$ cat src/rtl/serial_adder_pkg.sv
// Shared definitions for the bit-serial adder: FSM state encoding and width limit.
package serial_adder_pkg;

    // Largest operand width the datapath is meant to be built with.
    localparam int SA_WIDTH_MAX = 32;

    // Controller states; encodings fixed so they match external documentation.
    typedef enum logic [1:0] {
        ST_IDLE = 2'd0,
        ST_ADD  = 2'd1,
        ST_DONE = 2'd2
    } sa_state_t;

endpackage : serial_adder_pkg

$ cat src/rtl/serial_adder_fadder.sv
// Single full-adder cell with active-low operand/carry inputs and active-high outputs.
module fadder (
    input  logic nA,
    input  logic nB,
    input  logic nCin,
    output logic S,
    output logic Cout
);

    logic w_a;
    logic w_b;
    logic w_c;

    assign w_a = ~nA;
    assign w_b = ~nB;
    assign w_c = ~nCin;

    // Plain full-adder equations on the recovered true-polarity bits.
    always_comb begin
        S    = w_a ^ w_b ^ w_c;
        Cout = (w_a & w_b) | (w_a & w_c) | (w_b & w_c);
    end

endmodule : fadder

$ cat src/rtl/serial_adder.sv
// Bit-serial WIDTH-bit adder: one full-adder cell processes one bit pair per clock,
// LSB first, with the ripple carry held in a flip-flop between cycles.
module serial_adder
    import serial_adder_pkg::*;
#(
    parameter int WIDTH = 8
) (
    input  logic             clk,
    input  logic             rst,
    input  logic             start,
    input  logic [WIDTH-1:0] a,
    input  logic [WIDTH-1:0] b,
    input  logic             cin,
    output logic             busy,
    output logic             done,
    output logic [WIDTH-1:0] sum,
    output logic             cout
);

    localparam int CNT_W = (WIDTH > 1) ? $clog2(WIDTH) : 1;
    localparam logic [CNT_W-1:0] CNT_LAST = CNT_W'(WIDTH - 1);

    sa_state_t        r_state;
    logic [WIDTH-1:0] r_a_sh;
    logic [WIDTH-1:0] r_b_sh;
    // Only WIDTH-1 partial bits are stored; the final sum bit comes straight
    // from the cell on the completing cycle.
    logic [WIDTH-2:0] r_acc_sh;
    logic             r_carry;
    logic [CNT_W-1:0] r_cnt;
    logic             r_busy;
    logic             r_done;
    logic [WIDTH-1:0] r_sum;
    logic             r_cout;

    logic             w_s;
    logic             w_cout;
    logic [WIDTH-1:0] w_acc_wide;

    // The cell sees the current LSBs and the held carry, inverted for its active-low inputs.
    fadder u_fadder (
        .nA   (~r_a_sh[0]),
        .nB   (~r_b_sh[0]),
        .nCin (~r_carry),
        .S    (w_s),
        .Cout (w_cout)
    );

    // New sum bit enters at the MSB; after WIDTH shifts bit 0 sits at the LSB.
    assign w_acc_wide = {w_s, r_acc_sh};

    // Controller, shift registers, counter and result registers.
    always_ff @(posedge clk) begin
        if (rst) begin
            r_state  <= ST_IDLE;
            r_a_sh   <= '0;
            r_b_sh   <= '0;
            r_acc_sh <= '0;
            r_carry  <= 1'b0;
            r_cnt    <= '0;
            r_busy   <= 1'b0;
            r_done   <= 1'b0;
            r_sum    <= '0;
            r_cout   <= 1'b0;
        end else begin
            r_done <= 1'b0;
            case (r_state)
                ST_IDLE, ST_DONE: begin
                    if (start) begin
                        r_a_sh  <= a;
                        r_b_sh  <= b;
                        r_carry <= cin;
                        r_cnt   <= '0;
                        r_busy  <= 1'b1;
                        r_state <= ST_ADD;
                    end else begin
                        r_state <= ST_IDLE;
                    end
                end
                ST_ADD: begin
                    r_acc_sh <= w_acc_wide[WIDTH-1:1];
                    r_carry  <= w_cout;
                    r_a_sh   <= {1'b0, r_a_sh[WIDTH-1:1]};
                    r_b_sh   <= {1'b0, r_b_sh[WIDTH-1:1]};
                    r_cnt    <= r_cnt + 1'b1;
                    if (r_cnt == CNT_LAST) begin
                        r_sum   <= w_acc_wide;
                        r_cout  <= w_cout;
                        r_done  <= 1'b1;
                        r_busy  <= 1'b0;
                        r_state <= ST_DONE;
                    end
                end
                default: begin
                    r_busy  <= 1'b0;
                    r_state <= ST_IDLE;
                end
            endcase
        end
    end

    assign busy = r_busy;
    assign done = r_done;
    assign sum  = r_sum;
    assign cout = r_cout;

endmodule : serial_adder

$ cat config.mk
export PLATFORM = sky130hd
export DESIGN_NAME = serial_adder
export DESIGN_NICKNAME = d
export VERILOG_FILES = /design/src/rtl/serial_adder_pkg.sv /design/src/rtl/serial_adder_fadder.sv /design/src/rtl/serial_adder.sv
export SDC_FILE = /design/constraint.sdc
export NUM_CORES = 1
export LEC_CHECK = 0
export BUFFER_PORTS_ARGS = -buffer_cell sky130_fd_sc_hd__buf_2
export CORE_MARGIN = 2
export CORE_UTILIZATION = 40
export DETAILED_ROUTE_END_ITERATION = 12
export GPL_TIMING_DRIVEN = 1
export HOLD_SLACK_MARGIN = 0.15
export PLACE_DENSITY = 0.68
export SETUP_SLACK_MARGIN = 0.02
export SYNTH_ARGS = -nofsm -noshare
export SYNTH_HDL_FRONTEND = slang
export SYNTH_SLANG_ARGS = --single-unit
$ cat constraint.sdc
create_clock -name clk -period 1.7 [get_ports clk]
set_clock_uncertainty 0.2 [all_clocks]
set_input_delay 0.34 -clock clk [delete_from_list [all_inputs] [get_ports clk]]
set_output_delay 0.34 -clock clk [all_outputs]
set_load 0.01 [all_outputs]
==> metrics.md <==
| Metric | Value |
|---|---|
| Outcome | `completed` |
| Fill count | `372` |
| Area leader, netlist | `dfxtp_1` |
| CP Capture Type | `register` |
| Root Driver | `clkbuf_8` |
| Met1 wire length | `1520 um` |
| Met3 wire len | `144 um` |
| I/O Buffers | `30` |
| Die ar. | `0.00459 mm2` |
| DR WL met2 | `1530 um` |
| Minimum clock period after layout | `1.56 ns` |
| Share of cells above drive strength 1 | `19.9%` |
| Wire per inst | `11.0 um` |
| Distinct cells, synth | `20` |
| DRC | `0` |
| Max-slew violations | `0` |
| Startpoint of the worst hold path | `sum[3]` |
| Worst slew pin tran | `0.447 ns` |
| Area grow syn2layout | `26.1%` |
| Hold EP | `sum[3]` |
| Peak supply drop | `472 uV` |
| Multi-input logic area | `699 um2` |
| Reg2reg start | `r_cnt[0]` |
| Static Leak | `0.838 nW` |
| Antenna diode count | `0` |
| CTS tree | `done` |
| R2R depth | `5` |
| Initial antenna violation count | `0` |
| Nets | `263` |
| Logic pwr share | `12.4%` |
| Placed cell area | `0.00179 mm2` |
| Final setup margin | `0.141 ns` |
| Clk buf depth | `2` |
| Setup_tns | `0 ns` |
| Top sig layer | `met4` |
| Pwr/cell area | `915 mW/mm2` |
| CTS sink count | `40` |
| Global Route Usage Sum | `15.3%` |
| Yosys warns | `0` |
| Worst hold stages | `2` |
| Largest net degree at the start of global routing | `44` |
| Crit Path Category | `register to register` |
| Critical Path Fanout Max | `11` |
| Grt ovf | `0` |
| Syn Area/Cell | `8.33 um2` |
| Synth top area share | `49.3%` |
| Synthesized net count | `218` |
| Global-route wire length before repair | `5260 um` |
| DR iter-0 viols | `85` |
| Final hold vios | `0` |
| Max Cap Violations | `0` |
| Setup-failing EPs final | `0` |
| Switch Pwr | `453 uW` |
| Synthesized area | `0.00162 mm2` |
| Synth Instances | `195` |
| Die X | `67.7 um` |
| Slew margin rel. | `70.2%` |
| Sequential-to-total area share from yosys stat | `49.3%` |
| Sw Ratio | `24.2%` |
| H-tree levels | `2` |
| Router iterations before antenna repair | `4` |
| Synth top area cells | `dfxtp_1 (49%), nand2_1 (13%), a311oi_1 (8.1%), a21oi_1 (6.8%), nor2_1 (4.4%)` |
| Clk slew on worst S/H paths | `0.07 ns` |
| CTS Buf Count | `5` |
| Initial Utilization | `41.2%` |
| CP required | `1.72 ns` |
| Min-delay worst type | `register to register` |
| Post-place setup slack | `0.150 ns` |
| Vias | `1,421` |
| Post-route ant nets | `0` |
| #FFs+latches synth | `40` |
| Final instance area | `0.00205 mm2` |
| Floorplan row count | `23` |
| Int Pwr | `1.42 mW` |
| Final worst path period share | `91.7%` |
| IO Pins | `31` |
| Fmax | `0.642 GHz` |
| Unrepaired setup endpoints after global routing | `no` |
| HPWL after detailed placement | `2020 um` |
| Reg2reg end | `sum[0]` |
| Core box area | `0.00394 mm2` |
| Worst Path Arrival | `1.58 ns` |
| Post-CTS sizing | `0` |
| Final wirelength | `3210 um` |
| R2R Setup Slk | `0.14 ns` |
| Vias per Instance | `4.88` |
| Startpoint Class | `register` |
| Clock latency on the worst-skew pair | `0.28 ns` |
| Die Height | `67.7 um` |
| Clock Power Share | `33.5%` |
| GPL Wtd Cong | `0.713` |
| Storage cell area | `801 um2` |
| Seq pwr share | `54.1%` |
| Vias in the first global route | `1,180` |
==> Yosys cell counts <==
master / instances
nor2b_2: 1
fa_1: 1
buf_4: 6
and2b_1: 1
nand3b_1: 1
buf_6: 3
nand2b_1: 2
nand2_1: 57
ha_1: 2
nand3_1: 14
dfxtp_1: 40
a21oi_1: 22
o21ai_0: 1
buf_8: 1
buf_2: 3
clkbuf_1: 4
o21a_1: 1
a311oi_1: 15
or2b_2: 1
nor2_1: 19
==> cells by family (layout without fill, tap and decap cells) <==
logic type	after synthesis	after routing	synth area share, %
and+or+nand+nor	96	96	24.7
DFF	40	40	49.3
AOI/OAI and AO/OA	39	39	15.6
buffers and inverters	17	63	7.63
adders and majority gates	3	3	2.77
==> routing by layer <==
layer	vias up	track usage, %
met5	-	0
met4	0	5.36
met3	2	4.00
met2	31	25.7
met1	639	18.8
li1	749	-
==> state kept, by name, indices dropped and copies added (netlist names) <==
| register | cells |
|---|---|
| r_a_sh | 8 |
| cout | 1 |
| sum | 8 |
| r_b_sh | 8 |
| r_cnt | 3 |
| r_acc_sh | 7 |
| r_carry | 1 |
| r_state | 2 |
| busy | 1 |
| done | 1 |
==> layout by cell type (no fill, tap or decap), drive strengths merged, types with 2 or more instances in the layout <==
master        n
nand2        57
a311oi       15
dfxtp        40
clkbuf        6
ha            2
nor2         19
dlygate4sd3  17
nand2b        2
buf          38
clkinv        2
a21oi        22
nand3        14
==> worst max-delay path: stages, from the launching register on <==
cell and delay (ns):
dfxtp_1 0.32, ha_1 0.19, ha_1 0.19, nand3b_1 0.34, nand2_1 0.11, a21oi_1 0.14
==> power groups by stage <==
stage | sequential (mW) | clock, mW | combinational, mW
5_1_grt | 1.02 | 0.692 | 0.261
3_5_place_dp | 1.04 | 0 | 0.204
3_3_place_gp | 1.03 | 0 | 0.203
2_1_floorplan | 1.03 | 0 | 0.164
6_report | 1.01 | 0.627 | 0.233
4_1_cts | 1.01 | 0.655 | 0.234
==> per-stage QoR <==
stage	util, %	cells	power [mW]	hold WS, ns
2_1_floorplan	-	195	1.19	0.237
3_3_place_gp	45.3	266	1.24	0.239
3_5_place_dp	45.3	266	1.24	0.244
4_1_cts	52.0	291	1.90	0.255
5_1_grt	52.0	291	1.97	0.277
6_report	52.0	291	1.87	0.252
==> cell type report <==
| class | instances | area share, % |
|---|---|---|
| Sequential cell | 40 | 39.1 |
| Multi-Input combinational cell | 138 | 34.1 |
| Timing Repair Buffer | 55 | 19.2 |
| Clock buffer | 6 | 4.03 |
| Tap cell | 50 | 3.05 |
| Clock inverter | 2 | 0.489 |
==> timing repair <==
item,CTS,global route
endpoints found under the hold margin,17,0
setup buffers,0,0
hold buffers,17,0
==> worst max path at each step <==
stage,to,depth (start not counted),startpoint
3_3_place_gp,cout,5,r_cnt[0]
5_1_grt,cout,5,r_cnt[0]
2_1_floorplan,cout,6,r_cnt[0]
3_5_place_dp,cout,5,r_cnt[0]
6_report,sum[0],5,r_cnt[0]
4_1_cts,cout,5,r_cnt[0]
Note: power is estimated with default switching activity, not from simulation.
